<file path="src/rtl/udp_rx_chan_packer_if.sv">
// Bus bundle between the UDP receive core, the channel packer and the application.
// The packer sits on the slave modport; the surrounding source/sink side uses master.
interface udp_rx_chan_packer_if #(
   parameter int DATA_W = 64,
   parameter int NUM_CH = 4
);
   localparam int BPW  = DATA_W / 8;
   localparam int CH_W = (NUM_CH > 1) ? $clog2(NUM_CH) : 1;

   logic              rx_udp_hdr_valid;
   logic              rx_udp_hdr_ready;
   logic [31:0]       rx_udp_ip_source_ip;
   logic [31:0]       rx_udp_ip_dest_ip;
   logic [15:0]       rx_udp_source_port;
   logic [15:0]       rx_udp_dest_port;

   logic [7:0]        rx_udp_payload_axis_tdata;
   logic              rx_udp_payload_axis_tvalid;
   logic              rx_udp_payload_axis_tready;
   logic              rx_udp_payload_axis_tlast;
   logic              rx_udp_payload_axis_tuser;

   logic [DATA_W-1:0] dout_data;
   logic [BPW-1:0]    dout_keep;
   logic              dout_valid;
   logic              dout_ready;
   logic              dout_last;
   logic              dout_user;
   logic [CH_W-1:0]   dout_ch;
   logic [31:0]       dout_src_ip;
   logic [15:0]       dout_src_port;

   modport master (
      output rx_udp_hdr_valid, rx_udp_ip_source_ip, rx_udp_ip_dest_ip,
             rx_udp_source_port, rx_udp_dest_port,
             rx_udp_payload_axis_tdata, rx_udp_payload_axis_tvalid,
             rx_udp_payload_axis_tlast, rx_udp_payload_axis_tuser, dout_ready,
      input  rx_udp_hdr_ready, rx_udp_payload_axis_tready,
             dout_data, dout_keep, dout_valid, dout_last, dout_user, dout_ch,
             dout_src_ip, dout_src_port
   );

   modport slave (
      input  rx_udp_hdr_valid, rx_udp_ip_source_ip, rx_udp_ip_dest_ip,
             rx_udp_source_port, rx_udp_dest_port,
             rx_udp_payload_axis_tdata, rx_udp_payload_axis_tvalid,
             rx_udp_payload_axis_tlast, rx_udp_payload_axis_tuser, dout_ready,
      output rx_udp_hdr_ready, rx_udp_payload_axis_tready,
             dout_data, dout_keep, dout_valid, dout_last, dout_user, dout_ch,
             dout_src_ip, dout_src_port
   );
endinterface

</file>
<file path="src/rtl/udp_rx_chan_packer.sv">
// UDP receive filter: maps a window of destination ports onto channels, packs payload
// bytes into DATA_W words with byte-enables, truncates oversize datagrams, counts drops/errors.
module udp_rx_chan_packer #(
   parameter int DATA_W    = 64,
   parameter int NUM_CH    = 4,
   parameter int MAX_BYTES = 1472,
   parameter int CNT_W     = 16
) (
   input  logic              clk,
   input  logic              rst_n,
   udp_rx_chan_packer_if.slave bus,
   input  logic [31:0]       local_ip,
   input  logic [31:0]       remote_ip,
   input  logic              src_ip_filter_en,
   input  logic [15:0]       port_base,
   input  logic [NUM_CH-1:0] ch_enable,
   output logic [CNT_W-1:0]  drop_count,
   output logic [CNT_W-1:0]  err_count
);
   localparam int BPW   = DATA_W / 8;
   localparam int CH_W  = (NUM_CH > 1) ? $clog2(NUM_CH) : 1;
   localparam int IDX_W = (BPW > 1) ? $clog2(BPW) : 1;

   typedef enum logic [1:0] {IDLE, PASS, DROP} state_t;

   state_t            state, state_nxt;
   logic              run;
   logic              hdr_ready_c, tready_c;
   logic              hdr_hs, byte_hs;
   logic [16:0]       ch_diff;
   logic [CH_W-1:0]   ch_idx;
   logic              in_range, match;

   logic [CH_W-1:0]   ch_q;
   logic [31:0]       src_ip_q;
   logic [15:0]       src_port_q;
   logic [15:0]       byte_cnt, cnt_nxt;
   logic [IDX_W-1:0]  idx;
   logic [DATA_W-1:0] acc, word_nxt;
   logic [BPW-1:0]    keep_nxt;
   logic              err_seen;
   logic              at_max, word_done, pkt_end, pkt_user;

   assign hdr_hs  = bus.rx_udp_hdr_valid && hdr_ready_c;
   assign byte_hs = bus.rx_udp_payload_axis_tvalid && tready_c;
   assign bus.rx_udp_hdr_ready           = hdr_ready_c;
   assign bus.rx_udp_payload_axis_tready = tready_c;

   // Port window check in 17 bits so ports below port_base go negative instead of wrapping.
   always_comb begin
      ch_diff  = {1'b0, bus.rx_udp_dest_port} - {1'b0, port_base};
      in_range = !ch_diff[16] && (ch_diff[15:0] < 16'(NUM_CH));
      ch_idx   = ch_diff[CH_W-1:0];
      match    = (bus.rx_udp_ip_dest_ip == local_ip) && in_range && ch_enable[ch_idx] &&
                 (!src_ip_filter_en || (bus.rx_udp_ip_source_ip == remote_ip));
   end

   // NOTE: every variable gets a default before any branch, so no path can infer a latch.
   always_comb begin
      cnt_nxt   = byte_cnt + 16'd1;
      at_max    = (cnt_nxt == 16'(MAX_BYTES));
      pkt_end   = bus.rx_udp_payload_axis_tlast || at_max;
      word_done = (idx == IDX_W'(BPW - 1)) || pkt_end;
      word_nxt  = acc | (DATA_W'(bus.rx_udp_payload_axis_tdata) << {idx, 3'b000});
      pkt_user  = err_seen || bus.rx_udp_payload_axis_tuser ||
                  (at_max && !bus.rx_udp_payload_axis_tlast);
      keep_nxt  = '0;
      for (int k = 0; k < BPW; k++) keep_nxt[k] = (k <= int'(idx));
   end

   // Ready depends only on registered state and dout_ready, never on tvalid/tlast.
   always_comb begin
      hdr_ready_c = 1'b0;
      tready_c    = 1'b0;
      if (rst_n && run) begin
         case (state)
            IDLE:    hdr_ready_c = 1'b1;
            PASS:    tready_c    = !bus.dout_valid || bus.dout_ready;
            DROP:    tready_c    = 1'b1;
            default: ;
         endcase
      end
   end

   always_comb begin
      state_nxt = state;
      case (state)
         IDLE: if (hdr_hs) state_nxt = match ? PASS : DROP;
         PASS: begin
            if (byte_hs && bus.rx_udp_payload_axis_tlast) state_nxt = IDLE;
            else if (byte_hs && at_max)                   state_nxt = DROP;
         end
         DROP: if (byte_hs && bus.rx_udp_payload_axis_tlast) state_nxt = IDLE;
         default: state_nxt = IDLE;
      endcase
   end

   // NOTE: sequential state uses non-blocking assignments so every register sees pre-edge values.
   always_ff @(posedge clk) begin
      if (!rst_n) state <= IDLE;
      else        state <= state_nxt;
   end

   always_ff @(posedge clk) begin
      if (!rst_n) begin
         run               <= 1'b0;
         ch_q              <= '0;
         src_ip_q          <= '0;
         src_port_q        <= '0;
         byte_cnt          <= '0;
         idx               <= '0;
         acc               <= '0;
         err_seen          <= 1'b0;
         drop_count        <= '0;
         err_count         <= '0;
         bus.dout_valid    <= 1'b0;
         bus.dout_data     <= '0;
         bus.dout_keep     <= '0;
         bus.dout_last     <= 1'b0;
         bus.dout_user     <= 1'b0;
         bus.dout_ch       <= '0;
         bus.dout_src_ip   <= '0;
         bus.dout_src_port <= '0;
      end else begin
         run <= 1'b1;
         if (hdr_hs) begin
            if (match) begin
               ch_q       <= ch_idx;
               src_ip_q   <= bus.rx_udp_ip_source_ip;
               src_port_q <= bus.rx_udp_source_port;
               byte_cnt   <= '0;
               idx        <= '0;
               acc        <= '0;
               err_seen   <= 1'b0;
            end else if (drop_count != '1) begin
               drop_count <= drop_count + 1'b1;
            end
         end

         if (bus.dout_valid && bus.dout_ready) bus.dout_valid <= 1'b0;

         if (byte_hs && state == PASS) begin
            byte_cnt <= cnt_nxt;
            if (bus.rx_udp_payload_axis_tuser) err_seen <= 1'b1;
            if (word_done) begin
               // Overwrites the word being taken this cycle, so there is no bubble.
               acc               <= '0;
               idx               <= '0;
               bus.dout_valid    <= 1'b1;
               bus.dout_data     <= word_nxt;
               bus.dout_keep     <= keep_nxt;
               bus.dout_last     <= pkt_end;
               bus.dout_user     <= pkt_end && pkt_user;
               bus.dout_ch       <= ch_q;
               bus.dout_src_ip   <= src_ip_q;
               bus.dout_src_port <= src_port_q;
               if (pkt_end && pkt_user && err_count != '1) err_count <= err_count + 1'b1;
            end else begin
               acc <= word_nxt;
               idx <= idx + IDX_W'(1);
            end
         end
      end
   end
endmodule

</file>
<file path="src/flat_wrapper.sv">
// flat-port wrapper written by rule: the top's interface ports become plain ports
module udp_rx_chan_packer_flat 
#(
   parameter int DATA_W    = 64,
   parameter int NUM_CH    = 4,
   parameter int MAX_BYTES = 1472,
   parameter int CNT_W     = 16
)
  (clk, rst_n, local_ip, remote_ip, src_ip_filter_en, port_base, ch_enable, drop_count, err_count, bus_rx_udp_hdr_valid, bus_rx_udp_ip_source_ip, bus_rx_udp_ip_dest_ip, bus_rx_udp_source_port, bus_rx_udp_dest_port, bus_rx_udp_payload_axis_tdata, bus_rx_udp_payload_axis_tvalid, bus_rx_udp_payload_axis_tlast, bus_rx_udp_payload_axis_tuser, bus_dout_ready, bus_rx_udp_hdr_ready, bus_rx_udp_payload_axis_tready, bus_dout_data, bus_dout_keep, bus_dout_valid, bus_dout_last, bus_dout_user, bus_dout_ch, bus_dout_src_ip, bus_dout_src_port);
  udp_rx_chan_packer_if #(.DATA_W(DATA_W), .NUM_CH(NUM_CH)) bus_i ();
  input  logic clk;
  input  logic rst_n;
  input  logic [31:0] local_ip;
  input  logic [31:0] remote_ip;
  input  logic src_ip_filter_en;
  input  logic [15:0] port_base;
  input  logic [NUM_CH-1:0] ch_enable;
  output logic [CNT_W-1:0] drop_count;
  output logic [CNT_W-1:0] err_count;
  input wire logic [$bits(bus_i.rx_udp_hdr_valid)-1:0] bus_rx_udp_hdr_valid;
  input wire logic [$bits(bus_i.rx_udp_ip_source_ip)-1:0] bus_rx_udp_ip_source_ip;
  input wire logic [$bits(bus_i.rx_udp_ip_dest_ip)-1:0] bus_rx_udp_ip_dest_ip;
  input wire logic [$bits(bus_i.rx_udp_source_port)-1:0] bus_rx_udp_source_port;
  input wire logic [$bits(bus_i.rx_udp_dest_port)-1:0] bus_rx_udp_dest_port;
  input wire logic [$bits(bus_i.rx_udp_payload_axis_tdata)-1:0] bus_rx_udp_payload_axis_tdata;
  input wire logic [$bits(bus_i.rx_udp_payload_axis_tvalid)-1:0] bus_rx_udp_payload_axis_tvalid;
  input wire logic [$bits(bus_i.rx_udp_payload_axis_tlast)-1:0] bus_rx_udp_payload_axis_tlast;
  input wire logic [$bits(bus_i.rx_udp_payload_axis_tuser)-1:0] bus_rx_udp_payload_axis_tuser;
  input wire logic [$bits(bus_i.dout_ready)-1:0] bus_dout_ready;
  output wire logic [$bits(bus_i.rx_udp_hdr_ready)-1:0] bus_rx_udp_hdr_ready;
  output wire logic [$bits(bus_i.rx_udp_payload_axis_tready)-1:0] bus_rx_udp_payload_axis_tready;
  output wire logic [$bits(bus_i.dout_data)-1:0] bus_dout_data;
  output wire logic [$bits(bus_i.dout_keep)-1:0] bus_dout_keep;
  output wire logic [$bits(bus_i.dout_valid)-1:0] bus_dout_valid;
  output wire logic [$bits(bus_i.dout_last)-1:0] bus_dout_last;
  output wire logic [$bits(bus_i.dout_user)-1:0] bus_dout_user;
  output wire logic [$bits(bus_i.dout_ch)-1:0] bus_dout_ch;
  output wire logic [$bits(bus_i.dout_src_ip)-1:0] bus_dout_src_ip;
  output wire logic [$bits(bus_i.dout_src_port)-1:0] bus_dout_src_port;
  assign bus_i.rx_udp_hdr_valid = bus_rx_udp_hdr_valid;
  assign bus_i.rx_udp_ip_source_ip = bus_rx_udp_ip_source_ip;
  assign bus_i.rx_udp_ip_dest_ip = bus_rx_udp_ip_dest_ip;
  assign bus_i.rx_udp_source_port = bus_rx_udp_source_port;
  assign bus_i.rx_udp_dest_port = bus_rx_udp_dest_port;
  assign bus_i.rx_udp_payload_axis_tdata = bus_rx_udp_payload_axis_tdata;
  assign bus_i.rx_udp_payload_axis_tvalid = bus_rx_udp_payload_axis_tvalid;
  assign bus_i.rx_udp_payload_axis_tlast = bus_rx_udp_payload_axis_tlast;
  assign bus_i.rx_udp_payload_axis_tuser = bus_rx_udp_payload_axis_tuser;
  assign bus_i.dout_ready = bus_dout_ready;
  assign bus_rx_udp_hdr_ready = bus_i.rx_udp_hdr_ready;
  assign bus_rx_udp_payload_axis_tready = bus_i.rx_udp_payload_axis_tready;
  assign bus_dout_data = bus_i.dout_data;
  assign bus_dout_keep = bus_i.dout_keep;
  assign bus_dout_valid = bus_i.dout_valid;
  assign bus_dout_last = bus_i.dout_last;
  assign bus_dout_user = bus_i.dout_user;
  assign bus_dout_ch = bus_i.dout_ch;
  assign bus_dout_src_ip = bus_i.dout_src_ip;
  assign bus_dout_src_port = bus_i.dout_src_port;
  udp_rx_chan_packer #(.DATA_W(DATA_W), .NUM_CH(NUM_CH), .MAX_BYTES(MAX_BYTES), .CNT_W(CNT_W)) u_core (.clk(clk), .rst_n(rst_n), .bus(bus_i), .local_ip(local_ip), .remote_ip(remote_ip), .src_ip_filter_en(src_ip_filter_en), .port_base(port_base), .ch_enable(ch_enable), .drop_count(drop_count), .err_count(err_count));
endmodule
</file>
<file path="config.mk">
export PLATFORM = sky130hd
export DESIGN_NAME = udp_rx_chan_packer_flat
export DESIGN_NICKNAME = d
export VERILOG_FILES = /design/src/rtl/udp_rx_chan_packer_if.sv /design/src/rtl/udp_rx_chan_packer.sv /design/src/flat_wrapper.sv
export SDC_FILE = /design/constraint.sdc
export NUM_CORES = 1
export LEC_CHECK = 0
export CORE_MARGIN = 2
export CORE_UTILIZATION = 44
export CTS_CLUSTER_DIAMETER = 50
export CTS_CLUSTER_SIZE = 14
export DETAILED_ROUTE_END_ITERATION = 8
export GPL_ROUTABILITY_DRIVEN = 0
export PLACE_DENSITY = 0.77
export SYNTH_ARGS = -nofsm -noshare
export SYNTH_HDL_FRONTEND = slang
export SYNTH_SLANG_ARGS = --single-unit
</file>
<file path="constraint.sdc">
create_clock -name clk -period 4 [get_ports clk]
set_input_delay 0.8 -clock clk [delete_from_list [all_inputs] [get_ports clk]]
set_output_delay 0.8 -clock clk [all_outputs]
set_load 0.02 [all_outputs]
</file>
======== After elaboration in Yosys (flattened, before gate mapping) ========
Cells that the tools add are included.
storage, ports and cells
  register bits after elaboration ......... 294
  logic and storage cells ................. 111
  bits of input ports ..................... 196
  output and inout bits ................... 159
cells by class
  bitwise logic cells ..................... 2
  add/subtract/negate cells ............... 5
  equal/unequal tests ..................... 11
  reductions and logical operators ........ 33
  order comparisons ....................... 9
  multiplexer cells ....................... 31
  shift operators ......................... 1
operators with widths
  kind                     number
  $mux W64                 4
  $eq A32 B32 Y1           2
  $or A64 B64 Y64          1
  $shl A8 B6 Y64           1
  $add A16 B1 Y16 const B  3
  $mux W16                 3
  $ne A16 B16 Y1 const B   2
  $sub A16 B16 Y17         1
  $eq A16 B11 Y1 const B   1
  $lt A16 B3 Y1 const B    1
  $logic_and A1 B1 Y1      14
  $le A3 B3 Y1 const A     4
  $mux W1                  12
  $mux W3                  4
  $mux W2                  5
  $reduce_and A3 Y1        3
  $le A2 B3 Y1 const A     2
  $logic_or A1 B1 Y1       6
  $pmux W2 S3              1
  $reduce_and A2 Y1        3
  $logic_not A1 Y1         4
  $ne A2 B1 Y1 const B     2
  $reduce_bool A2 Y1       2
  $add A3 B1 Y3 const B    1
  10 further kinds         10

======== Longest topological paths before layout ========
Gate-level depths: netlist of run 1.
  word-level depth ........................ 10
  depth in mapped cells ................... 14

======== Least setup slack after synthesis of run 1 ========
No wires, ideal clock.
  path kind ............................... input port to flip-flop
  start ................................... input port bus_rx_udp_dest_port[0]
  end ..................................... register u_core.src_port_q[10]
  library setup time ...................... 72 ps
  path slack .............................. -61 ps
  data required time ...................... 3928 ps
  stages on the path ...................... 14
  arrival ................................. 3990 ps
  cell sequence ........................... inv_1 > ha_1 > fa_1 > nand2b_1 > a21o_1 > a21oi_1 > a41oi_1 > mux2i_1 > or4_4 > or4b_1 > buf_2 > nor2_8 > buf_8 > mux2i_1
on the way
  word-level cells in the longest chain between the ends .. 7
ends and longest elaborated chain
  element                                                   line                       text
  start, declared                                           flat_wrapper.sv:24         input wire logic [$bits(bus_i.rx_udp_dest_port)-1:0] bus_rx_udp_dest_port;
  $sub A16 B16 Y17 *                                        udp_rx_chan_packer.sv:51   ch_diff = {1'b0, bus.rx_udp_dest_port} - {1'b0, port_base};
  $lt A16 B3 Y1 / $logic_not A1 Y1 (equally long branches)  udp_rx_chan_packer.sv:52   in_range = !ch_diff[16] && (ch_diff[15:0] < 16'(NUM_CH));
  $logic_and A1 B1 Y1                                       udp_rx_chan_packer.sv:52
  $logic_and A1 B1 Y1                                       udp_rx_chan_packer.sv:54   match = (bus.rx_udp_ip_dest_ip == local_ip) && in_range && ch_enable[ch_idx] &&
  $logic_and A1 B1 Y1 * (2 in series)                       udp_rx_chan_packer.sv:54
  $reduce_and A2 Y1 (no source line) *                      n/a
  end signal, assigned                                      udp_rx_chan_packer.sv:130  src_port_q <= bus.rx_udp_source_port;
  end, declared                                             udp_rx_chan_packer.sv:36   logic [15:0] src_port_q;
Every way passes the cells marked *; elsewhere a longest branch is shown, timed or not. The select of a mux whose other input is x is not followed.
A chain may end at the register's enable or synchronous reset.

======== Worst setup path in the final report of run 1 ========
  start ................................... input port bus_rx_udp_dest_port[1]
  end ..................................... register u_core.src_ip_q[26]
on the way
  word-level cells in the longest chain between the ends .. 7
ends and longest elaborated chain
  element                                                   line                       text
  $sub A16 B16 Y17 *                                        udp_rx_chan_packer.sv:51
  $lt A16 B3 Y1 / $logic_not A1 Y1 (equally long branches)  udp_rx_chan_packer.sv:52
  $logic_and A1 B1 Y1                                       udp_rx_chan_packer.sv:52
  $logic_and A1 B1 Y1                                       udp_rx_chan_packer.sv:54
  $logic_and A1 B1 Y1 * (2 in series)                       udp_rx_chan_packer.sv:54
  $reduce_and A2 Y1 (no source line) *                      n/a
  end signal, assigned                                      udp_rx_chan_packer.sv:129  src_ip_q <= bus.rx_udp_ip_source_ip;
  end, declared                                             udp_rx_chan_packer.sv:35   logic [31:0] src_ip_q;
Marked as above.

==> run_results.csv, run 1 <==
group,metric,value,unit
sta,worst_slew_pin_slew,1.12,ns
floorplan,num_rows,63,
yosys,synth_adder_area_share,2.51,%
worst_setup_path,arrival,4.37,ns
worst_setup_path,r2r-start,"u_core.byte_cnt[4]",
worst_setup_path,cp.required,4.46,ns
route,antenna_left,0,
worst_setup_path,critPathCaptureType,"register",
cts,cts_hold_repair.buffers,0,
worst_setup_path,crit_family,"simple AND/OR/NAND/NOR gates",
cts,cts_tree,"done",
worst_setup_path,rr_worst_depth,11,
yosys,synth_xor_area_share,5.54,%
sta,maxSlewViolCount,0,
yosys,synth_compound_area_share,13.8,%
sta,timing.fmax,256,MHz
yosys,ys_ff_latch,294,
worst_setup_path,path_cells,"clkdlybuf4s50_1 -> buf_4 -> ha_1 -> nor2b_4 -> o31ai_4 -> a31oi_4 -> a21oi_2 -> mux2i_1 -> or4_4 -> or4b_4 -> nor2_8 -> buf_6 -> buf_12 -> mux2i_2",
route,routed-via-count,12800,
yosys,synth-simple-area-share,23.7,%
cells_and_area,multi_input_area,0.00684,mm^2
yosys,synth_nets,1794,
route,wl_per_cell,17.6,um
global_routing,grt_overflow,0,
global_routing,grt_pass1_wl,63500,um
worst_setup_path,critical_path_buf_inv_count,4,
yosys,yosys_warnings,0,
worst_setup_path,critical_path_class,"input pin to register",
worst_setup_path,critical_path.max_fanout,6,
cells_and_area,mostFrequentLayoutCells,"350 x clkdlybuf4s50_1, 294 x dfxtp_1, 176 x nor2_1, 161 x nand2_1, 93 x a21oi_1",
worst_setup_path,regToRegEndpoint,"u_core.acc[53]",
min_path,holdPathStages,2,
route,wl,41100,um
worst_setup_path,start_kind,"input pin",
global_routing,grt.busiest_layer,"met2",
cells_and_area,final_common_cell,"clkdlybuf4s50_1",
yosys,synth_enable_flop_cells,0,
route,drt_pass1_iterations,6,
cts,htree_num_levels,1,
sta,timing.final.ws_setup,0.0907,ns
worst_setup_path,r2r_slack,0.53,ns
cts,clk_latency,0.55,ns
global_routing,grt_usage,24.9,%
route,first_iter_violations,970,
sta,rsz0062_at_grt,"false",
global_routing,gr-usage-met2,43.4,%
cts,clk_path_buf_depth,3,
sta,finClkSkew,0.0164,ns
global_routing,grt_max_degree,108,
placement,place_area,0.0175,mm^2
global_routing,antenna_found_initial,3,
floorplan,start_util,44.7,%
global_routing,use_met3,4.37,%
min_path,min_to,"u_core.bus.dout_last",
floorplan,dieWidth,178,um
route,post-route-drc-count,0,
cells_and_area,fillerInstances,2442,
cts,clkTransAtPathRegs,0.06,ns
floorplan,dieArea,0.0316,mm^2
global_routing,first_global_vias,12300,
yosys,synth_seq_area_share,44.3,%
placement,dp_hpwl,29600,um
cells_and_area,drive_above_1_share,8.43,%
sta,slew_headroom,25.1,%
yosys,syn_avg_cell_area,8.45,um^2
sta,fin_worst_hold_slack,0.453,ns
power_and_ir_drop,power_density,352,mW/mm^2
floorplan,ioPinCount,355,
cts,clock-root-buffer,"clkbuf_16",
min_path,hp-class,"register to register",
floorplan,core,0.0297,mm^2
yosys,synth_area,0.0133,mm^2
cells_and_area,fin_area,0.0188,mm^2
power_and_ir_drop,p_leak,6.74,nW
sta,period_share,97.7,%
yosys,synth_top_family_by_area,"simple AND/OR/NAND/NOR gates",
placement,io_buffers,354,
worst_setup_path,crit_path_max_incr_delay,0.61,ns
cells_and_area,final_nets,2149,
power_and_ir_drop,ir_worst_vdd,0.000366,V
min_path,min-delay-start,"u_core.bus.dout_last",
cells_and_area,area_growth,41.2,%
route,vias_per_cell,5.47,
yosys,async_flop_share,0,%
yosys,yosysUniqueCellTypes,64,
sta,finalSetupViolations,0,
placement,pre_cts_ws,-0.695,ns
sta,period_needed,3.91,ns
run_status,outcome,"complete, no violations",
yosys,ys.flop_type,"dfxtp_1",
cts,cts.sinks,294,
yosys,synthMuxAreaShare,5.00,%
sta,report.final.hold_viol_count,0,
cts,numCtsBuffers,30,
global_routing,gr-usage-met1,29.9,%
job,cap_violations,0,
floorplan,die_h,178,um
yosys,synth_cells,1572,
worst_setup_path,crit_slowest_cell,"or4b_4",
cells_and_area,seqCellArea,0.00589,mm^2
cells by family after synthesis:
family / count (synthesis)
AO/OA/AOI/OAI: 295
XOR/XNOR: 84
adder cells (fa/ha/maj): 26
multiplexers: 65
AND/OR/NAND/NOR: 659
flip-flops: 294
buffers and inverters: 149
cells in the mapped netlist (all sizes together), types with 2 or more instances:
cell type / number / share of area (%)
a2111oi: 4 / 0.26
a211oi: 66 / 3.7
a21o: 3 / 0.17
a21oi: 96 / 3.7
a31oi: 6 / 0.28
a32o: 2 / 0.15
a41oi: 2 / 0.13
and2: 14 / 0.68
and3: 12 / 0.57
and4: 7 / 0.46
buf: 42 / 2.1
clkbuf: 74 / 2.1
dfxtp: 294 / 44
ha: 25 / 2.4
inv: 33 / 0.93
mux2i: 63 / 4.7
nand2: 161 / 4.6
nand2b: 11 / 0.52
nand3: 91 / 3.4
nand3b: 4 / 0.23
nand4: 19 / 0.94
nand4b: 3 / 0.20
nor2: 178 / 5.2
nor2b: 6 / 0.28
nor3: 87 / 3.3
nor3b: 2 / 0.11
nor4: 31 / 1.5
nor4b: 8 / 0.53
o211ai: 9 / 0.51
o21a: 5 / 0.28
o21ai: 82 / 3.1
o311ai: 3 / 0.20
o31a: 2 / 0.13
o31ai: 6 / 0.48
or3: 14 / 0.66
or4: 8 / 0.48
or4b: 2 / 0.15
xnor2: 10 / 0.66
xor2: 74 / 4.9
metrics by stage:
stage | setup TNS, ns | instances | power [mW] | util (%)
2_1_floorplan | 0 | 1572 | 3.30 | -
5_1_grt | 0 | 2338 | 6.80 | 63.1
4_1_cts | 0 | 2326 | 6.60 | 62.3
3_5_place_dp | -83.53 | 2276 | 3.67 | 58.8
3_3_place_gp | -70.21 | 2276 | 3.67 | 58.8
6_report | 0 | 2338 | 6.59 | 63.1
per-layer routing:
metal  part of all wire, %  vias up  routed length (um)
met1                    40     5982               16300
met3                   6.9      104                2840
met4                   4.1        0                1670
met2                    49      466               20200
li1                      -     6245                   -
met5                     0        -                   0
cell type report:
| class | instances | share of cell area [%] |
|---|---|---|
| well taps | 390 | 2.60 |
| clock inverters | 14 | 1.20 |
| repair buffers | 439 | 23.2 |
| flip-flops and latches | 294 | 31.4 |
| multi-input cells | 1129 | 36.5 |
| diodes | 3 | 0.0400 |
| clock buffers | 36 | 4.40 |
| inverters | 33 | 0.661 |
repair_timing:
item | in CTS | in global routing
buffers inserted | 0 | 9
endpoints found under the setup margin | 100 | 103
cloned | 0 | 2
pin swaps | 2 | 9
resized for setup | 2 | 23
registers in the layout (all words and copies together) (netlist names):
| register | flops |
|---|---|
| u_core.acc | 64 |
| u_core.bus.dout_ch | 2 |
| u_core.bus.dout_data | 64 |
| u_core.bus.dout_keep | 8 |
| u_core.bus.dout_last | 1 |
| u_core.bus.dout_src_ip | 32 |
| u_core.bus.dout_src_port | 16 |
| u_core.bus.dout_user | 1 |
| u_core.bus.dout_valid | 1 |
| u_core.byte_cnt | 16 |
| u_core.ch_q | 2 |
| u_core.drop_count | 16 |
| u_core.err_count | 16 |
| u_core.err_seen | 1 |
| u_core.idx | 3 |
| u_core.run | 1 |
| u_core.src_ip_q | 32 |
| u_core.src_port_q | 16 |
| u_core.state | 2 |
power by group:
group,switching (mW),internal [mW]
combinational,0.335,0.361
clock,1.17,1.79
sequential,0.00543,2.93
worst register-to-register path, cell delays in order (launching register included):
cell and delay (ns):
dfxtp_1 0.46, nand3_1 0.34, or4_1 0.67, or3_1 0.38, o211ai_1 0.18, o31ai_4 0.09, buf_4 0.19, nor3_1 0.15
buf_4 0.21, and2_1 0.47, a21oi_1 0.14, nor2_1 0.13
how the worst max path moves through the flow:
stage	start	slack [ns]	endpoint	cells past startpoint
2_1_floorplan	bus_rx_udp_dest_port[0]	0.007	u_core.src_port_q[10]	14
3_3_place_gp	bus_rx_udp_dest_port[0]	-0.61	u_core.ch_q[1]	14
3_5_place_dp	bus_rx_udp_dest_port[0]	-0.70	u_core.ch_q[0]	14
4_1_cts	bus_rx_udp_dest_port[0]	0.005	u_core.ch_q[0]	14
5_1_grt	bus_rx_udp_dest_port[1]	0.0008	u_core.src_ip_q[26]	14
6_report	bus_rx_udp_dest_port[1]	0.09	u_core.src_ip_q[26]	14
No activity file was read; power rests on OpenSTA's default activity.
==> inputs of run 2 (changes only) <==
--- a/config.mk
+++ b/config.mk
@@ -7,11 +7,13 @@
 export LEC_CHECK = 0
 export CORE_MARGIN = 2
 export CORE_UTILIZATION = 44
+export CTS_BUF_LIST = sky130_fd_sc_hd__clkbuf_16
 export CTS_CLUSTER_DIAMETER = 50
-export CTS_CLUSTER_SIZE = 14
+export CTS_CLUSTER_SIZE = 16
 export DETAILED_ROUTE_END_ITERATION = 8
 export GPL_ROUTABILITY_DRIVEN = 0
 export PLACE_DENSITY = 0.77
 export SYNTH_ARGS = -nofsm -noshare
 export SYNTH_HDL_FRONTEND = slang
 export SYNTH_SLANG_ARGS = --single-unit
+export TNS_END_PERCENT = 5
==> run_results.csv, run 2 (synthesis results as in run 1) <==
group,metric,value,unit
sta,maxSlewViolCount,0,
power_and_ir_drop,p_leak,6.69,nW
worst_setup_path,critical_path.max_fanout,6,
sta,finClkSkew,0.0136,ns
worst_setup_path,start_kind,"input pin",
power_and_ir_drop,ir_worst_vdd,0.000354,V
cts,clock-root-buffer,"clkbuf_16",
placement,dp_hpwl,29600,um
worst_setup_path,cp.required,4.46,ns
cts,cts_tree,"done",
cells_and_area,final_nets,2147,
global_routing,grt_max_degree,108,
sta,slew_headroom,24.7,%
floorplan,ioPinCount,355,
run_status,outcome,"complete, no violations",
sta,period_needed,3.94,ns
cells_and_area,top_regs,"u_core.acc x64, u_core.bus.dout_data x64",
worst_setup_path,arrival,4.40,ns
global_routing,grt_overflow,0,
cells_and_area,drive_above_1_share,8.43,%
cts,cts.sinks,294,
route,antenna_left,0,
route,drt_pass1_iterations,5,
sta,timing.fmax,254,MHz
power_and_ir_drop,power_density,343,mW/mm^2
cts,cts_hold_repair.buffers,0,
sta,finalSetupTns,0,ns
floorplan,dieWidth,178,um
route,post-route-drc-count,0,
sta,worst_slew_pin_slew,1.12,ns
cells_and_area,final_common_cell,"clkdlybuf4s50_1",
route,routed-via-count,12700,
floorplan,dieArea,0.0316,mm^2
floorplan,core,0.0297,mm^2
worst_setup_path,critPathCaptureType,"register",
placement,io_buffers,354,
sta,fin_worst_hold_slack,0.456,ns
sta,report.final.hold_viol_count,0,
route,first_iter_violations,957,
route,wl,40500,um
global_routing,first_global_vias,12200,
global_routing,grt_pass1_wl,62500,um
cells_and_area,fillerInstances,2476,
floorplan,start_util,44.7,%
global_routing,antenna_found_initial,2,
cts,clk_latency,0.55,ns
job,cap_violations,0,
cells_and_area,area_growth,40.4,%
cts,clk_path_buf_depth,3,
global_routing,grt_usage,24.4,%
cts,clkTransAtPathRegs,0.06,ns
floorplan,num_rows,63,
cts,htree_num_levels,1,
worst_setup_path,critical_path_class,"input pin to register",
cts,numCtsBuffers,29,
cells_and_area,mostFrequentLayoutCells,"350 x clkdlybuf4s50_1, 294 x dfxtp_1, 176 x nor2_1, 161 x nand2_1, 93 x a21oi_1",
floorplan,die_h,178,um
route,wl_per_cell,17.3,um
route,vias_per_cell,5.44,
sta,period_share,98.4,%
min_path,hp-class,"register to register",
sta,finalSetupViolations,0,
==> run 2: changes by cell type in the layout (fill, tap and decap cells not counted), moves of 2 or more <==
cell,change
clkbuf_16,-2
clkinvlp_4,+3
clkbuf_8,-3
clkbuf_1,-2
inv_6,+3
bufinv_16,-2
inv_8,+2
==> run 2: per-layer routing <==
| metal | wire [um] | GRT usage [%] | vias to the layer above |
|---|---|---|---|
| met2 | 19800 | 42.8 | 420 |
| met5 | 0 | 0 | - |
| li1 | - | - | 6244 |
| met1 | 16300 | 29.5 | 5966 |
| met3 | 2640 | 4.24 | 89 |
| met4 | 1740 | 10.3 | 0 |
==> run 2: area by class of cell <==
cell class                 count  area (um^2)  share of cell area, %
multi-input combinational   1129         6830                   36.7
antenna                        2         5.00                 0.0268
sequential                   294         5890                   31.6
clock buffer                  29          726                   3.89
inverter                      33          124                  0.664
clock inverter                22          248                   1.33
tap                          390          488                   2.62
timing repair buffer         438         4340                   23.3
==> run 2: repair_timing <==
| action | in CTS | in global routing |
|---|---|---|
| cloned | 0 | 3 |
| setup endpoints to repair | 105 | 106 |
| pin swaps | 2 | 10 |
| resized for setup | 2 | 22 |
| buffers inserted | 0 | 6 |
==> run 2: critical path: stages <==
cell and delay [ns]:
clkdlybuf4s50_1 0.46, inv_1 0.07, ha_1 0.38, o211a_1 0.21, o31ai_4 0.10, a31oi_2 0.23, buf_4 0.15, xnor2_1 0.10
nand2_1 0.07, or4_4 0.52, or4b_4 0.61, nor2_8 0.19, buf_8 0.16, buf_12 0.13, mux2i_2 0.20
==> run 2: path summary, 6_finish.rpt <==
kind / cells after the start / endpoint / slack, ns / startpoint
worst max register to register: 11 / u_core.acc[53] / 0.56 / u_core.byte_cnt[4]
worst min-delay path: 2 / u_core.bus.dout_last / 0.46 / u_core.bus.dout_last
worst min register to register: 2 / u_core.bus.dout_last / 0.46 / u_core.bus.dout_last
worst max-delay path: 15 / u_core.src_ip_q[26] / 0.06 / port_base[3]
==> run 2: report_power, final <==
group	switching (mW)	internal [mW]	total, mW
logic	0.333	0.362	0.695
registers	0.00535	2.93	2.94
clock network	1.21	1.55	2.77
==> run 2: per-stage QoR <==
stage | utilization, % | area [um^2] | std cells | setup slack, ns | total power, mW
6_report | 62.7 | 18600 | 2337 | 0.0649 | 6.40
4_1_cts | 62.1 | 18400 | 2327 | 0.00101 | 6.42
2_1_floorplan | - | 13300 | 1572 | 0.00662 | 3.30
5_1_grt | 62.7 | 18600 | 2337 | -0.0105 | 6.61
3_5_place_dp | 58.8 | 17500 | 2276 | -0.695 | 3.67
3_3_place_gp | 58.8 | 17500 | 2276 | -0.606 | 3.67
==> inputs of run 3 (changes only) <==
--- a/config.mk
+++ b/config.mk
@@ -12,6 +12,7 @@
 export CTS_CLUSTER_SIZE = 16
 export DETAILED_ROUTE_END_ITERATION = 8
 export GPL_ROUTABILITY_DRIVEN = 0
+export MAX_ROUTING_LAYER = met4
 export PLACE_DENSITY = 0.77
 export SYNTH_ARGS = -nofsm -noshare
 export SYNTH_HDL_FRONTEND = slang
==> run_results.csv, run 3 (synthesis results as in run 1) <==
group,metric,value,unit
route,wl,40600,um
sta,timing.fmax,256,MHz
cells_and_area,final_nets,2147,
sta,report.final.hold_viol_count,0,
placement,place_area,0.0175,mm^2
cells_and_area,multi_input_area,0.00683,mm^2
global_routing,grt_overflow,0,
floorplan,dieWidth,178,um
run_status,outcome,"complete, no violations",
worst_setup_path,crit_slowest_cell,"or4b_4",
route,wl_met1,16500,um
power_and_ir_drop,p_leak,6.69,nW
floorplan,core,0.0297,mm^2
cts,htree_num_levels,1,
cells_and_area,drive_above_1_share,8.43,%
cells_and_area,fillerInstances,2476,
global_routing,grt_pass1_wl,62500,um
worst_setup_path,critical_path_buf_inv_count,5,
power_and_ir_drop,p_int,4.85,mW
sta,period_needed,3.91,ns
power_and_ir_drop,power_frac_comb,10.9,%
worst_setup_path,arrival,4.38,ns
min_path,hp-class,"register to register",
power_and_ir_drop,power_density,343,mW/mm^2
route,first_iter_violations,1009,
floorplan,start_util,44.7,%
placement,io_buffers,354,
route,route.met3.wl,2520,um
floorplan,die_h,178,um
cts,clkTransAtPathRegs,0.07,ns
worst_setup_path,cp.required,4.47,ns
sta,finClkSkew,0.0125,ns
cells_and_area,top_regs,"u_core.acc x64, u_core.bus.dout_data x64",
worst_setup_path,path_common_cell,"buf_4",
job,cap_violations,0,
route,post-route-drc-count,0,
route,route.met2.wl,19900,um
floorplan,num_rows,63,
power_and_ir_drop,ir_worst_vdd,0.000354,V
cells_and_area,mostFrequentLayoutCells,"350 x clkdlybuf4s50_1, 294 x dfxtp_1, 176 x nor2_1, 161 x nand2_1, 93 x a21oi_1",
cells_and_area,fin_area,0.0186,mm^2
global_routing,grt_max_degree,108,
worst_setup_path,start_kind,"input pin",
power_and_ir_drop,netSwitchingFraction,24.3,%
route,drt_pass1_iterations,6,
min_path,min-delay-start,"u_core.bus.dout_last",
worst_setup_path,critPathCaptureType,"register",
cells_and_area,seqCellArea,0.00589,mm^2
route,top_layer_used,"met4",
cts,clk_path_buf_depth,3,
cts,cts_tree,"done",
sta,slew_headroom,21.1,%
sta,worst_slew_pin_slew,1.18,ns
power_and_ir_drop,seq_power_share,45.9,%
worst_setup_path,r2r-start,"u_core.byte_cnt[4]",
route,antenna_left,0,
worst_setup_path,crit_path_max_incr_delay,0.61,ns
cts,clock-root-buffer,"clkbuf_16",
cts,clk_latency,0.55,ns
placement,pre_cts_ws,-0.695,ns
power_and_ir_drop,finalPower,6.40,mW
sta,period_share,97.7,%
global_routing,first_global_vias,12200,
worst_setup_path,critical_path_class,"input pin to register",
worst_setup_path,path_cells,"clkdlybuf4s50_1 -> buf_4 -> ha_1 -> nor2b_4 -> o31ai_4 -> a31oi_2 -> buf_4 -> xnor2_1 -> nand2_1 -> or4_4 -> or4b_4 -> nor2_8 -> buf_12 -> buf_8 -> mux2i_1",
cts,cts_hold_repair.buffers,0,
sta,timing.final.ws_setup,0.0902,ns
global_routing,antenna_found_initial,2,
cts,cts.sinks,294,
sta,maxSlewViolCount,0,
route,vias_per_cell,5.45,
sta,finalSetupTns,0,ns
worst_setup_path,crit_path_start,"bus_rx_udp_dest_port[1]",
power_and_ir_drop,power.switching,1.56,mW
route,routed-via-count,12700,
route,wl_per_cell,17.4,um
worst_setup_path,crit_family,"simple AND/OR/NAND/NOR gates",
cells_and_area,final_common_cell,"clkdlybuf4s50_1",
floorplan,dieArea,0.0316,mm^2
placement,dp_hpwl,29600,um
cells_and_area,area_growth,40.4,%
global_routing,grt_usage,25.2,%
worst_setup_path,critical_path.max_fanout,9,
cts,numCtsBuffers,29,
power_and_ir_drop,p_clk_share,43.3,%
floorplan,ioPinCount,355,
sta,finalSetupViolations,0,
==> run 3: cell counts in the layout (fill, tap and decap cells not counted) <==
No cell type changed its count.
==> run 3: worst register-to-register path, cell delays in order (launching register included) <==
cell	delay [ns]
dfxtp_1	0.45
nand3_1	0.34
or4_1	0.67
or3_1	0.38
o211ai_1	0.17
o31ai_4	0.09
buf_4	0.19
nor3_1	0.15
buf_4	0.22
and2_1	0.48
a21oi_1	0.14
nor2_1	0.12
==> run 3: power groups by stage <==
| stage | registers, mW | clock network (mW) | logic, mW |
|---|---|---|---|
| CTS | 2.94 | 2.80 | 0.677 |
| global placement | 3.00 | 0 | 0.663 |
| global route | 2.93 | 2.92 | 0.748 |
| finish | 2.94 | 2.77 | 0.695 |
| detailed placement | 3.00 | 0 | 0.671 |
| floorplan | 3.00 | 0 | 0.299 |
==> run 3: cell type report <==
| cell class | count | area share [%] |
|---|---|---|
| inverters | 33 | 0.664 |
| well taps | 390 | 2.62 |
| multi-input cells | 1129 | 36.7 |
| flip-flops and latches | 294 | 31.6 |
| clock buffers | 29 | 3.89 |
| repair buffers | 438 | 23.3 |
| diodes | 2 | 0.0268 |
| clock inverters | 22 | 1.33 |
==> run 3: path summary, 6_finish.rpt <==
| check | end | slack, ns | depth (start not counted) |
|---|---|---|---|
| max reg2reg | u_core.acc[53] | 0.55 | 11 |
| min | u_core.bus.dout_last | 0.45 | 2 |
| min reg2reg | u_core.bus.dout_last | 0.45 | 2 |
| max | u_core.src_port_q[2] | 0.09 | 15 |
==> run 3: what timing repair did <==
action | CTS | global route
gates resized for setup | 2 | 22
setup buffers | 0 | 6
pin swaps | 2 | 10
endpoints found under the setup margin | 105 | 106
cloned | 0 | 3
endpoints found under the hold margin | 0 | 0
==> run 3: layer usage <==
metal,GRT usage [%],vias up
met4,9.73,0
met1,29.6,5977
met5,-,-
li1,-,6250
met3,4.01,85
met2,43.0,427
==> run 3: stage by stage <==
step | util, % | instances | hold slack (ns)
2_1_floorplan | - | 1572 | 0.431
3_3_place_gp | 58.8 | 2276 | 0.443
3_5_place_dp | 58.8 | 2276 | 0.448
4_1_cts | 62.1 | 2327 | 0.457
5_1_grt | 62.7 | 2337 | 0.479
6_report | 62.7 | 2337 | 0.454
